$ cat src/rtl/ram_lsu_pkg.sv
// ram_lsu_pkg
//   Shared types and lane helpers for the RAM load/store unit.
//   size_e  : access size encoding as seen on req_size_i.
//   state_e : LSU sequencing states.
//   store_be / store_dat : byte-enable and replicated write data for stores.
//   load_fmt             : lane select and sign/zero extension for loads.
package ram_lsu_pkg;

    typedef enum logic [1:0] {
        SZ_BYTE = 2'b00,
        SZ_HALF = 2'b01,
        SZ_WORD = 2'b10,
        SZ_ILL  = 2'b11
    } size_e;

    typedef enum logic [1:0] {
        IDLE    = 2'b00,
        ISSUE   = 2'b01,
        CAPTURE = 2'b10,
        RESP    = 2'b11
    } state_e;

    function automatic logic [3:0] store_be(input size_e size, input logic [1:0] addr_lo);
        logic [3:0] be;
        case (size)
            SZ_BYTE: be = 4'b0001 << addr_lo;
            SZ_HALF: be = addr_lo[1] ? 4'b1100 : 4'b0011;
            SZ_WORD: be = 4'b1111;
            default: be = 4'b0000;
        endcase
        return be;
    endfunction

    // Data is replicated across all lanes so the byte enables alone pick the target.
    function automatic logic [31:0] store_dat(input size_e size, input logic [31:0] wdata);
        logic [31:0] dat;
        case (size)
            SZ_BYTE: dat = {4{wdata[7:0]}};
            SZ_HALF: dat = {2{wdata[15:0]}};
            default: dat = wdata;
        endcase
        return dat;
    endfunction

    function automatic logic [31:0] load_fmt(input size_e size, input logic sgn,
                                             input logic [1:0] addr_lo, input logic [31:0] word);
        logic [31:0] res;
        logic [7:0]  b;
        logic [15:0] h;
        b = 8'h00;
        h = 16'h0000;
        case (addr_lo)
            2'd0:    b = word[7:0];
            2'd1:    b = word[15:8];
            2'd2:    b = word[23:16];
            default: b = word[31:24];
        endcase
        h = addr_lo[1] ? word[31:16] : word[15:0];
        case (size)
            SZ_BYTE: res = {{24{sgn & b[7]}}, b};
            SZ_HALF: res = {{16{sgn & h[15]}}, h};
            SZ_WORD: res = word;
            default: res = 32'h0;
        endcase
        return res;
    endfunction

endpackage

$ cat src/rtl/ram_lsu_lane.sv
// ram_lsu_lane
//   Combinational load formatter: selects the addressed byte/half lane of the
//   returned RAM word and sign- or zero-extends it (word loads pass through).
//   size    in  access size
//   sgn     in  1 = sign-extend
//   addr_lo in  byte offset within the word
//   word    in  raw RAM read data
//   data    out formatted load result
module ram_lsu_lane
    import ram_lsu_pkg::*;
(
    input  size_e       size,
    input  logic        sgn,
    input  logic [1:0]  addr_lo,
    input  logic [31:0] word,
    output logic [31:0] data
);

    always_comb begin
        data = load_fmt(size, sgn, addr_lo, word);
    end

endmodule

$ cat src/rtl/ram_lsu.sv
// ram_lsu
//   Single-outstanding load/store initiator for the on-chip single-port RAM
//   (registered 1-cycle read). Accepts one byte/half/word request, drives the
//   RAM port, formats the load lane and returns one response.
//   Optional build macro: RAM_LSU_ALIGN_CHECK_EN -- when defined, misaligned
//   half/word accesses return an error instead of accessing the RAM.
//   Ports:
//     clk_i, rst_n_i (synchronous, active-low)
//     req_valid_i/req_ready_o, req_we_i, req_size_i, req_signed_i,
//     req_addr_i, req_wdata_i                -- request
//     rsp_valid_o/rsp_ready_i, rsp_rdata_o, rsp_err_o -- response
//     ram_we_o, ram_adr_o, ram_be_o, ram_dat_o, ram_dat_i -- RAM port
module ram_lsu
    import ram_lsu_pkg::*;
#(
    parameter int          WORD_ADR_W = 12,
    parameter logic [31:0] BASE_ADDR  = 32'h0000_0000
) (
    input  logic                  clk_i,
    input  logic                  rst_n_i,
    input  logic                  req_valid_i,
    output logic                  req_ready_o,
    input  logic                  req_we_i,
    input  logic [1:0]            req_size_i,
    input  logic                  req_signed_i,
    input  logic [31:0]           req_addr_i,
    input  logic [31:0]           req_wdata_i,
    output logic                  rsp_valid_o,
    input  logic                  rsp_ready_i,
    output logic [31:0]           rsp_rdata_o,
    output logic                  rsp_err_o,
    output logic                  ram_we_o,
    output logic [WORD_ADR_W-1:0] ram_adr_o,
    output logic [3:0]            ram_be_o,
    output logic [31:0]           ram_dat_o,
    input  logic [31:0]           ram_dat_i
);

    // state   | meaning
    // IDLE    | ready for a request
    // ISSUE   | RAM port driven (store writes this cycle, load address sampled)
    // CAPTURE | load data from RAM is formatted and registered
    // RESP    | response valid, waiting for rsp_ready_i

    state_e      state;
    state_e      state_nxt;

    logic        accept;
    logic [31:0] offset;
    logic        range_err;
    logic        size_err;
    logic        align_err;
    logic        req_err;
    size_e       req_size;

    logic        op_we;
    size_e       op_size;
    logic        op_signed;
    logic [1:0]  op_lo;
    logic [31:0] lane_data;

    assign req_size = size_e'(req_size_i);
    assign accept   = req_valid_i && req_ready_o;

    // Unsigned offset: addresses below BASE_ADDR wrap to large values and fail the range test.
    assign offset    = req_addr_i - BASE_ADDR;
    assign range_err = |offset[31:WORD_ADR_W+2];
    assign size_err  = (req_size == SZ_ILL);

`ifdef RAM_LSU_ALIGN_CHECK_EN
    assign align_err = ((req_size == SZ_HALF) && req_addr_i[0]) ||
                       ((req_size == SZ_WORD) && (req_addr_i[1:0] != 2'b00));
`else
    assign align_err = 1'b0;
`endif

    assign req_err = size_err || range_err || align_err;

    always_ff @(posedge clk_i) begin
        if (!rst_n_i) begin
            state <= IDLE;
        end else begin
            state <= state_nxt;
        end
    end

    always_comb begin
        state_nxt   = state;
        req_ready_o = 1'b0;
        rsp_valid_o = 1'b0;
        case (state)
            IDLE: begin
                req_ready_o = 1'b1;
                if (accept) begin
                    state_nxt = req_err ? RESP : ISSUE;
                end
            end
            ISSUE: begin
                state_nxt = op_we ? RESP : CAPTURE;
            end
            CAPTURE: begin
                state_nxt = RESP;
            end
            RESP: begin
                rsp_valid_o = 1'b1;
                if (rsp_ready_i) begin
                    state_nxt = IDLE;
                end
            end
            default: begin
                state_nxt = IDLE;
            end
        endcase
    end

    ram_lsu_lane u_lane (
        .size    (op_size),
        .sgn     (op_signed),
        .addr_lo (op_lo),
        .word    (ram_dat_i),
        .data    (lane_data)
    );

    always_ff @(posedge clk_i) begin
        if (!rst_n_i) begin
            ram_we_o    <= 1'b0;
            ram_be_o    <= 4'b0000;
            ram_adr_o   <= '0;
            ram_dat_o   <= 32'h0;
            rsp_rdata_o <= 32'h0;
            rsp_err_o   <= 1'b0;
            op_we       <= 1'b0;
            op_size     <= SZ_BYTE;
            op_signed   <= 1'b0;
            op_lo       <= 2'b00;
        end else begin
            // Write strobe and enables only live for the single ISSUE cycle.
            ram_we_o <= 1'b0;
            ram_be_o <= 4'b0000;
            if (accept) begin
                rsp_err_o   <= req_err;
                rsp_rdata_o <= 32'h0;
                if (!req_err) begin
                    ram_adr_o <= offset[WORD_ADR_W+1:2];
                    op_we     <= req_we_i;
                    op_size   <= req_size;
                    op_signed <= req_signed_i;
                    op_lo     <= req_addr_i[1:0];
                    if (req_we_i) begin
                        ram_we_o  <= 1'b1;
                        ram_be_o  <= store_be(req_size, req_addr_i[1:0]);
                        ram_dat_o <= store_dat(req_size, req_wdata_i);
                    end else begin
                        ram_dat_o <= 32'h0;
                    end
                end
            end
            if (state == CAPTURE) begin
                rsp_rdata_o <= lane_data;
            end
        end
    end

endmodule

$ cat config.mk
export PLATFORM = sky130hd
export DESIGN_NAME = ram_lsu
export DESIGN_NICKNAME = d
export VERILOG_FILES = /design/src/rtl/ram_lsu_pkg.sv /design/src/rtl/ram_lsu_lane.sv /design/src/rtl/ram_lsu.sv
export SDC_FILE = /design/constraint.sdc
export NUM_CORES = 1
export LEC_CHECK = 0
export BUFFER_PORTS_ARGS = -buffer_cell sky130_fd_sc_hd__buf_4
export CORE_MARGIN = 3
export CORE_UTILIZATION = 49
export CTS_CLUSTER_DIAMETER = 80
export DETAILED_ROUTE_END_ITERATION = 16
export GPL_TIMING_DRIVEN = 0
export MAX_ROUTING_LAYER = met4
export PLACE_DENSITY = 0.81
export SYNTH_ARGS = -nofsm -noshare
export SYNTH_HDL_FRONTEND = slang
export SYNTH_SLANG_ARGS = --single-unit
export TNS_END_PERCENT = 10
$ cat constraint.sdc
create_clock -name clk_i -period 2.15 [get_ports clk_i]
set_input_delay 0.43 -clock clk_i [delete_from_list [all_inputs] [get_ports clk_i]]
set_output_delay 0.43 -clock clk_i [all_outputs]
set_load 0.01 [all_outputs]
==> metrics.txt, run 1 <==
status=complete, no violations; final std cells w/o fill=834; number of failing hold endpoints at the final stage=0; critical path data required time=2400 ps; antenna violations before repair=0; peak fanout along the critical path=10; post-CTS clock slew at the launch and capture registers of the worst setup and hold paths=~90 ps; net count after synthesis=632; area of the multi-input gates=2560 sq um; Final Critical Period=1990 ps; first drt pass iteration count=5; most repeated cell in the gate-level netlist after synthesis=sky130_fd_sc_hd__nand2_1; Worst slew margin=51.8%; PD cells=641 nW/um^2; portion of the post-synthesis area used by sequential elements=approximately two fifths; Iteration-0 DRC Markers=220; clk root buf=sky130_fd_sc_hd__clkbuf_8; vias in the first global route=4850; Distinct cells, synth=43; post-route standard cell area excluding fillers=6330 sq um; Worst Hold End=op_signed; final-report max-slew violation count=0; top_reg_cell synth=sky130_fd_sc_hd__dfxtp_1; CTS HTree Levels=3; area used by sequential logic in the layout=~1800 sq um; Antenna Diode Count=0; Detailed Route WL=15.1 mm; netlist area before placement=4610 sq um; cells resized by post-CTS repair=0; number of vias in the routed layout=4850; leftover overflow at the end of global routing=0; cells after synthesis=about 520; later-pin clock latency in the skew report=350 ps; CTS sink cnt=90; most numerous cell types in the synthesized netlist=sky130_fd_sc_hd__nand2_1 (120), sky130_fd_sc_hd__dfxtp_1 (90), sky130_fd_sc_hd__mux2i_1 (60); arrival time worst endpoint=between 2000 and 2500 ps; slew at the pin closest to its max-slew limit=721 ps; die area=approximately 11000 sq um; fillcell total=679; Worst Min Path Start=req_signed_i; number of post-CTS setup repair buffers=0; leakage power=approximately 2.7 nW; maxcap violations=0; number of cells on the worst hold path=3; vertical die dimension=103 um; number of primary I/O pins=188; Power Total=4.06 mW; Worst Slack Setup Final=164 ps; Fin Setup TNS=0 ps; average instance area after synthesis=8.80 sq um; register bit total from synthesis=90; global-route wire length before repair=23.5 mm; startpoint-to-endpoint class of the critical path=flop to flop; setup repair after global routing missed its margin=false; R2R Setup Slk=160 ps; maximum vdd ir drop=0.434 mV; total placed instance area=6140 sq um; Placed Cells incl. Taps=818; origin of the critical flop-to-flop path=state[0]; CTS tree=built; type of element capturing the critical path=flop; worst hold slack=331 ps; fraction of registers with async set/reset=0%; number of hold-repair buffers added at the cts stage=0; Port Buffers=186; pre-CTS setup slack=24.8 ps; leading cell types by total area after synthesis=sky130_fd_sc_hd__dfxtp_1 (39%), sky130_fd_sc_hd__mux2i_1 (13%), sky130_fd_sc_hd__nand2_1 (9.8%); number of core rows=34; Peak Freq=504 MHz; post-route DRC violation count=0; GP Congestion=0.938; Initial Util=51.6%; total CTS buffers=9; Setup violations, final=0; terminus of the critical flop-to-flop path=rsp_rdata_o[26]; warning count from the yosys run=0; number of flops mapped to enable cells by yosys=0; pin count of the biggest net entering global routing=15; Die Span X=between 100 and 150 um; Net count, final=a little over 800; area share of the largest cell type after synthesis=39.1%; biggest area consumer among synthesized cells=sky130_fd_sc_hd__dfxtp_1; area of the core region=8930 sq um; final core utilization=a little under three quarters; Area growth syn-to-layout=37.4%; Global Route Usage Sum=28.7%; routed length per instance=18.2 um; worst min-delay path category=primary input to flop; Via-to-Cell Ratio=around 5.8; worst clock skew=16.8 ps; maximum count of clock buffers along a single path=2; Antenna Violating Nets Remaining=0; fraction of layout cells with a size suffix above 1=34.8%; final HPWL from detailed placement=11.9 mm; reg2reg path depth=7; CP Launch Type=flop; share of the clock period used by the worst path=92.4%
routing by layer:
layer	GRT usage, %	part of all wire [%]	vias up
met2	48.0	49	264
met4	9.66	1.9	0
met5	-	0	-
li1	-	-	2272
met1	33.9	39	2279
met3	6.90	9.8	35
layout make-up:
cell class / instances / share of cell area (%)
Inverter: 14 / 0.830
Clock buffer: 11 / 2.08
Tap cell: 108 / 2.13
Clock inverter: 5 / 0.870
Sequential cell: 90 / 28.5
Timing Repair Buffer: 186 / 22.1
Buffer: 42 / 3.16
Multi-Input combinational cell: 378 / 40.4
state kept, by name, summed over array words and instances, names as in the netlist, 2 cells and up:
signal / cells
rsp_rdata_o: 32
op_size: 2
state: 2
ram_be_o: 4
op_lo: 2
ram_adr_o: 12
ram_dat_o: 32
layout by cell type (no fill, tap or decap), types with 4 or more instances in the layout:
cell type	instances
sky130_fd_sc_hd__mux2_2	21
sky130_fd_sc_hd__nand2b_1	6
sky130_fd_sc_hd__clkbuf_1	25
sky130_fd_sc_hd__buf_4	190
sky130_fd_sc_hd__nor2_1	8
sky130_fd_sc_hd__a21oi_1	28
sky130_fd_sc_hd__a22oi_1	22
sky130_fd_sc_hd__a211oi_1	10
sky130_fd_sc_hd__buf_2	7
sky130_fd_sc_hd__nand2_1	120
sky130_fd_sc_hd__o32ai_1	8
sky130_fd_sc_hd__nand3_1	4
sky130_fd_sc_hd__nor4_1	7
sky130_fd_sc_hd__o221ai_1	5
sky130_fd_sc_hd__and3_1	8
sky130_fd_sc_hd__clkbuf_8	9
sky130_fd_sc_hd__mux2i_1	60
sky130_fd_sc_hd__ha_1	4
sky130_fd_sc_hd__dfxtp_1	90
sky130_fd_sc_hd__and3b_1	4
sky130_fd_sc_hd__a22o_1	5
sky130_fd_sc_hd__a211oi_2	10
sky130_fd_sc_hd__o21ai_0	18
sky130_fd_sc_hd__inv_1	13
power breakdown:
group          internal [mW]  switching [mW]  leakage (nW)
sequential              1.72          0.0406         0.726
clock                  0.536           0.615        0.0893
combinational          0.449           0.703          1.90
critical path, cell delays in order, from the launching register on:
cell and delay [ps]:
sky130_fd_sc_hd__dfxtp_1 380, sky130_fd_sc_hd__inv_1 100, sky130_fd_sc_hd__ha_1 310, sky130_fd_sc_hd__a21oi_1 230
sky130_fd_sc_hd__buf_2 270, sky130_fd_sc_hd__clkbuf_2 260, sky130_fd_sc_hd__a21oi_1 120, sky130_fd_sc_hd__a211oi_2 230
worst max-delay path by stage:
stage | endpoint | depth (start not counted) | slack [ps] | startpoint
after global placement | rsp_rdata_o[31] | 7 | 160 | state[0]
after global routing | rsp_rdata_o[8] | 7 | 4 | state[0]
after CTS | rsp_rdata_o[26] | 7 | 5 | state[0]
after detailed placement | rsp_rdata_o[26] | 7 | 20 | state[0]
after floorplan | rsp_rdata_o[22] | 7 | 390 | state[0]
final | rsp_rdata_o[26] | 7 | 160 | state[0]
kinds of logic (layout without fill, tap and decap cells):
group / after synthesis / after routing / synth area share (%)
AOI/OAI and AO/OA: 121 / 121 / 19.3
adders and majority gates: 4 / 4 / 1.09
buffers and inverters: 56 / 258 / 5.40
DFF: 90 / 90 / 39.1
muxes: 82 / 82 / 18.6
and+or+nand+nor: 171 / 171 / 16.5
Note: power is estimated with default switching activity, not from simulation.
==> inputs of run 2 (changes only) <==
--- a/config.mk
+++ b/config.mk
@@ -6,7 +6,7 @@
 export NUM_CORES = 1
 export LEC_CHECK = 0
 export BUFFER_PORTS_ARGS = -buffer_cell sky130_fd_sc_hd__buf_4
-export CORE_MARGIN = 3
+export CORE_MARGIN = 8
 export CORE_UTILIZATION = 49
 export CTS_CLUSTER_DIAMETER = 80
 export DETAILED_ROUTE_END_ITERATION = 16
==> constraint.sdc (replaced) <==
create_clock -name clk_i -period 2.15 [get_ports clk_i]
set_input_delay 0.645 -clock clk_i [delete_from_list [all_inputs] [get_ports clk_i]]
set_output_delay 0.645 -clock clk_i [all_outputs]
set_load 0.01 [all_outputs]
==> run 2 against run 1 <==
Highest routed layer unchanged. Global-route usage shrank 3.4 points. Utilization fell by 1.8 points. Combinational power about the same. Critical endpoint is now rsp_rdata_o[12]. Largest power group unchanged. Sequential share of layout area shrank 0.090 points. First-iteration DRC count is 25% higher. Hold slack better by 130 ps. Die area rose by 20%. Register-to-register slack worse by 20 ps.
==> metrics.txt, run 2 (synthesized netlist as in run 1, its figures left out) <==
Worst Min Path Start=rsp_rdata_o[11] (was req_signed_i); Via-to-Cell Ratio=5.66 (was 5.82); Port Buffers=186 (unchanged); antenna violations before repair=0 (unchanged); first drt pass iteration count=5 (unchanged); CTS sink cnt=90 (unchanged); Area growth syn-to-layout=37.8% (was 37.4%); type of element capturing the critical path=flop (unchanged); origin of the critical flop-to-flop path=state[0] (unchanged); max incr delay on CP=350 ps (was 380 ps); GP Congestion=0.904 (was 0.938); leading cell types in the layout, fill and taps excluded=sky130_fd_sc_hd__buf_4 (190), sky130_fd_sc_hd__nand2_1 (120), sky130_fd_sc_hd__dfxtp_1 (90) (unchanged); status=complete, no violations (unchanged); Worst slew margin=54.3% (was 51.8%); area of the core region=9200 sq um (was 8930 sq um); arrival time worst endpoint=2300 ps (was 2240 ps); pin count of the biggest net entering global routing=16 (was 15); reg2reg path depth=7 (unchanged); Worst Slack Setup Final=143 ps (was 164 ps); terminus of the critical flop-to-flop path=rsp_rdata_o[12] (was rsp_rdata_o[26]); die area=12800 sq um (was 10600 sq um); R2R Setup Slk=140 ps (was 160 ps); slowest CP cell=sky130_fd_sc_hd__clkbuf_1 (was sky130_fd_sc_hd__dfxtp_1); Final Critical Period=2010 ps (was 1990 ps); Global Route Usage Sum=25.4% (was 28.7%); Worst Hold End=rsp_rdata_o[11] (was op_signed); worst min-delay path category=flop to flop (was primary input to flop); number of primary I/O pins=188 (unchanged); vertical die dimension=113 um (was 103 um); Peak Freq=498 MHz (was 504 MHz); maximum vdd ir drop=0.334 mV (was 0.434 mV); share of the clock period used by the worst path=93.3% (was 92.4%); number of core rows=35 (was 34); total placed instance area=6140 sq um (about the same); Detailed Route WL=16.0 mm (was 15.1 mm); worst clock skew=10.1 ps (was 16.8 ps); kind of cell adding the most delay to the critical path=buffers and inverters (unchanged); peak fanout along the critical path=10 (unchanged); global-route wire length before repair=25.8 mm (was 23.5 mm); final-report max-slew violation count=0 (unchanged); leakage power=2.72 nW (was 2.71 nW); combined buffer and inverter count along the critical path=3 (unchanged); later-pin clock latency in the skew report=360 ps (was 350 ps); Power Total=4.10 mW (was 4.06 mW); PD cells=645 nW/um^2 (was 641 nW/um^2); most common library cell in the layout ignoring fill and taps=sky130_fd_sc_hd__buf_4 (unchanged); Placed Cells incl. Taps=821 (was 818); final std cells w/o fill=837 (was 834); CTS tree=built (unchanged); Die Span X=113 um (was 103 um); cell type with the highest occurrence count on the critical path=sky130_fd_sc_hd__clkbuf_1 (was sky130_fd_sc_hd__a21oi_1); setup repair after global routing missed its margin=true (was false); final HPWL from detailed placement=12.8 mm (was 11.9 mm); Iteration-0 DRC Markers=274 (was 220); post-CTS clock slew at the launch and capture registers of the worst setup and hold paths=90 ps (about the same); slew at the pin closest to its max-slew limit=683 ps (was 721 ps); registers with the highest flip-flop counts=ram_dat_o: 32 flops, rsp_rdata_o: 32 flops, ram_adr_o: 12 flops (unchanged); cells traversed along the worst timing path=inv_1, ha_1, and2_1, clkbuf_1, clkbuf_1, o21ai_0, a21oi_1 (was inv_1, ha_1, a21oi_1, buf_2, clkbuf_2, a21oi_1, a211oi_2); pre-CTS setup slack=-123 ps (was 24.8 ps); Initial Util=50.1% (was 51.6%); number of failing hold endpoints at the final stage=0 (unchanged); Antenna Diode Count=0 (unchanged); Setup violations, final=0 (unchanged); CP Launch Type=flop (unchanged); leftover overflow at the end of global routing=0 (unchanged); Antenna Violating Nets Remaining=0 (unchanged); total CTS buffers=9 (unchanged); vias in the first global route=5113 (was 4850); maxcap violations=0 (unchanged); critical path data required time=2440 ps (was 2400 ps); CTS HTree Levels=3 (unchanged); number of vias in the routed layout=4738 (was 4850); post-route standard cell area excluding fillers=6350 sq um (was 6330 sq um); post-route DRC violation count=0 (unchanged); worst hold slack=459 ps (was 331 ps); clk root buf=sky130_fd_sc_hd__clkbuf_8 (unchanged); Net count, final=829 (unchanged); startpoint-to-endpoint class of the critical path=flop to flop (unchanged); maximum count of clock buffers along a single path=2 (unchanged); fraction of layout cells with a size suffix above 1=35.0% (was 34.8%); routed length per instance=19.1 um (was 18.2 um); number of cells on the worst hold path=2 (was 3)
run 2: worst max path at each step:
stage,from,end,slack [ps],cells past startpoint
final,state[0],rsp_rdata_o[12],140,7
after CTS,state[0],rsp_rdata_o[26],5,7
after global placement,req_addr_i[17],ram_dat_o[11],-60,6
after global routing,state[0],rsp_rdata_o[10],-70,7
after floorplan,req_addr_i[17],ram_be_o[2],300,6
after detailed placement,req_addr_i[17],ram_dat_o[10],-120,6
run 2: metal layers:
metal / track usage (%) / wire length, um / up-vias
li1: - / - / 2267
met5: - / 0 / -
met2: 43.8 / 7870 / 225
met4: 6.13 / 263 / 0
met3: 7.93 / 1400 / 27
met1: 28.0 / 6420 / 2219
run 2: worst reg2reg max path: cells and delay by family (launching register included):
family	cells	cell delay, ps
buffers and inverters	3	780
flip-flops	1	340
AO/OA/AOI/OAI	2	340
adder cells (fa/ha/maj)	1	320
AND/OR/NAND/NOR	1	170
run 2: timing repair:
item / 4_1_cts / 5_1_grt
setup buffers: 0 / 0
setup endpoints to repair: 0 / 36
hold buffers: 0 / 0
resized for setup: 0 / 8
run 2: metrics by stage:
| stage | TNS (ps) | util [%] |
|---|---|---|
| after CTS | 0 | 68.9 |
| after detailed placement | -2160 | 66.8 |
| after global routing | -353 | 69.1 |
| after floorplan | 0 | - |
| final | 0 | 69.1 |
| after global placement | -1260 | 66.8 |
run 2: final cells by class:
cell class | instances | area, sq um
fill | 739 | 2850
multi-input combinational | 378 | 2560
sequential | 90 | 1800
timing repair buffer | 186 | 1400
buffer | 42 | 203
tap | 111 | 139
clock buffer | 10 | 128
clock inverter | 6 | 67.6
inverter | 14 | 52.6
run 2: report_power, final:
part	switching, mW	internal [mW]	total [mW]
clock	0.629	0.540	1.17
sequential	0.0374	1.72	1.75
combinational	0.721	0.455	1.18
==> inputs of run 3 (changes only) <==
--- a/config.mk
+++ b/config.mk
@@ -7,12 +7,12 @@
 export LEC_CHECK = 0
 export BUFFER_PORTS_ARGS = -buffer_cell sky130_fd_sc_hd__buf_4
 export CORE_MARGIN = 8
-export CORE_UTILIZATION = 49
+export CORE_UTILIZATION = 44
 export CTS_CLUSTER_DIAMETER = 80
 export DETAILED_ROUTE_END_ITERATION = 16
 export GPL_TIMING_DRIVEN = 0
 export MAX_ROUTING_LAYER = met4
-export PLACE_DENSITY = 0.81
+export PLACE_DENSITY = 0.77
 export SYNTH_ARGS = -nofsm -noshare
 export SYNTH_HDL_FRONTEND = slang
 export SYNTH_SLANG_ARGS = --single-unit
==> constraint.sdc (replaced) <==
create_clock -name clk_i -period 1.8 [get_ports clk_i]
set_input_delay 0.54 -clock clk_i [delete_from_list [all_inputs] [get_ports clk_i]]
set_output_delay 0.54 -clock clk_i [all_outputs]
set_load 0.01 [all_outputs]
==> run 3 against run 2 <==
Critical path type is now flop to output pin. Total power increased by 27%. Highest routed layer unchanged. Sequential power up 20%. Sequential share of layout area shrank 0.50 points. Sequential cell count did not move. Register-to-register slack worse by 30 ps. Via count is 0.25% lower. Critical path depth decreased by 4. Clock skew about the same. Largest power group unchanged. Utilization is 5.7 points lower. Non-clock buffer count unchanged. Hold slack got worse by 37 ps. Clock-buffer cell count did not move.
==> metrics.txt, run 3 (synthesized netlist as in run 1, its figures left out) <==
vertical die dimension=118 um (was 113 um); number of vias in the routed layout=4726 (was 4738); final-report max-slew violation count=0 (unchanged); P_int=3.49 mW (was 2.71 mW); Worst Slack Setup Final=83.5 ps (was 143 ps); first drt pass iteration count=5 (unchanged); worst clock skew=9.66 ps (was 10.1 ps); final HPWL from detailed placement=12.7 mm (was 12.8 mm); sequential fraction of design power=40.5% (was 42.8%); pin count of the biggest net entering global routing=16 (unchanged); clock network fraction of design power=30.8% (was 28.5%); Antenna Violating Nets Remaining=0 (unchanged); worst min-delay path category=primary input to flop (was flop to flop); leftover overflow at the end of global routing=0 (unchanged); critical path data required time=1260 ps (was 2440 ps); leading cell types in the layout, fill and taps excluded=sky130_fd_sc_hd__buf_4 (188), sky130_fd_sc_hd__nand2_1 (120), sky130_fd_sc_hd__dfxtp_1 (87) (was sky130_fd_sc_hd__buf_4 (190), sky130_fd_sc_hd__nand2_1 (120), sky130_fd_sc_hd__dfxtp_1 (90)); maxcap violations=0 (unchanged); Net count, final=829 (unchanged); switching fraction of total power=32.8% (was 33.9%); fraction of layout cells with a size suffix above 1=37.1% (was 35.0%); post-route DRC violation count=0 (unchanged); vias in the first global route=4956 (was 5113); most common library cell in the layout ignoring fill and taps=sky130_fd_sc_hd__buf_4 (unchanged); Die Span X=118 um (was 113 um); area of the multi-input gates=2600 sq um (was 2560 sq um); Worst slew margin=54.1% (was 54.3%); number of hold-repair buffers added at the cts stage=0 (unchanged); status=complete, no violations (unchanged); die area=14000 sq um (was 12800 sq um); post-CTS clock slew at the launch and capture registers of the worst setup and hold paths=90 ps (about the same); Via-to-Cell Ratio=5.49 (was 5.66); later-pin clock latency in the skew report=370 ps (was 360 ps); fillcell total=913 (was 739); CTS HTree Levels=3 (unchanged); PD cells=801 nW/um^2 (was 645 nW/um^2); final std cells w/o fill=861 (was 837); CP Launch Type=flop (unchanged); total CTS buffers=9 (unchanged); pre-CTS setup slack=-344 ps (was -123 ps); Combinational Power Share=28.7% (about the same); routed length per instance=18.5 um (was 19.1 um); Area growth syn-to-layout=40.6% (was 37.8%); Placed Cells incl. Taps=846 (was 821); share of the clock period used by the worst path=95.4%; area used by sequential logic in the layout=1810 sq um (was 1800 sq um); Setup violations, final=0 (unchanged); number of failing hold endpoints at the final stage=0 (unchanged); CTS sink cnt=90 (unchanged); GP Congestion=0.885 (was 0.904); registers with the highest flip-flop counts=ram_dat_o: 32 flops, rsp_rdata_o: 32 flops, ram_adr_o: 12 flops (unchanged); CTS tree=built (unchanged); setup repair after global routing missed its margin=false (was true); type of element capturing the critical path=output pin (was flop); startpoint-to-endpoint class of the critical path=flop to output pin (was flop to flop); Initial Util=45.1% (was 50.1%); antenna violations before repair=0 (unchanged); Iteration-0 DRC Markers=296 (was 274); global-route wire length before repair=25.3 mm (was 25.8 mm); peak fanout along the critical path=8 (was 10); clk root buf=sky130_fd_sc_hd__clkbuf_8 (unchanged); leakage power=2.76 nW (was 2.72 nW); number of core rows=37 (was 35); Global Route Usage Sum=22.7% (was 25.4%); Final Critical Period=1720 ps; maximum count of clock buffers along a single path=2 (unchanged); arrival time worst endpoint=1180 ps (was 2300 ps); Port Buffers=186 (unchanged); Detailed Route WL=15.9 mm (was 16.0 mm); Antenna Diode Count=0 (unchanged); Peak Freq=583 MHz; number of primary I/O pins=188 (unchanged); switching power=1.70 mW (was 1.39 mW); slew at the pin closest to its max-slew limit=689 ps (was 683 ps); area of the core region=10200 sq um (was 9200 sq um); maximum vdd ir drop=0.568 mV (was 0.334 mV)
[run 3: final timing paths]
check / startpoint / endpoint / slack, ps / cells after the start
max: state[1] / req_ready_o / 80 / 3
max reg2reg: op_lo[1] / rsp_rdata_o[28] / 110 / 5
min reg2reg: rsp_rdata_o[11] / rsp_rdata_o[11] / 460 / 2
min: req_signed_i / op_signed / 420 / 3
[run 3: cell type report]
type	instances	area share, %
multi-input cells	378	40.1
well taps	136	2.63
repair buffers	187	21.7
flip-flops and latches	90	27.9
plain buffers	41	3.48
inverters	14	0.811
clock inverters	5	1.33
clock buffers	10	2.12
[run 3: through the flow]
| step | utilization [%] | instance area [sq um] | setup TNS [ps] | power, mW | hold WS, ps |
|---|---|---|---|---|---|
| floorplan | - | 4610 | 0 | 2.94 | 435 |
| global placement | 60.4 | 6180 | -16270 | 3.46 | 444 |
| detailed placement | 60.4 | 6180 | -19510 | 3.50 | 446 |
| CTS | 62.8 | 6430 | -61.7 | 5.12 | 408 |
| global route | 63.3 | 6480 | 0 | 5.43 | 422 |
| finish | 63.3 | 6480 | 0 | 5.19 | 422 |
[run 3: power by group through the flow]
stage	combinational [mW]	clock [mW]	sequential, mW
2_1_floorplan	0.791	0	2.15
3_3_place_gp	1.32	0	2.14
3_5_place_dp	1.36	0	2.14
4_1_cts	1.41	1.62	2.09
5_1_grt	1.63	1.70	2.11
6_report	1.49	1.60	2.10
[run 3: routing by layer]
metal | global-route usage (%) | part of all wire [%] | vias up | wire (um)
li1 | - | - | 2268 | -
met1 | 24.9 | 42 | 2234 | 6650
met2 | 38.6 | 49 | 197 | 7720
met3 | 6.38 | 7.4 | 27 | 1180
met4 | 8.09 | 2.2 | 0 | 343
met5 | - | 0 | - | 0
[run 3: worst max-delay path: stages, from the launching register on]
cell and delay [ps]:
sky130_fd_sc_hd__dfxtp_2 340, sky130_fd_sc_hd__inv_1 130, sky130_fd_sc_hd__ha_4 210, sky130_fd_sc_hd__buf_4 140
[run 3: what timing repair did]
item | CTS | global route
pin swaps | 1 | 1
endpoints found under the setup margin | 56 | 66
setup buffers | 1 | 0
gates resized for setup | 11 | 17
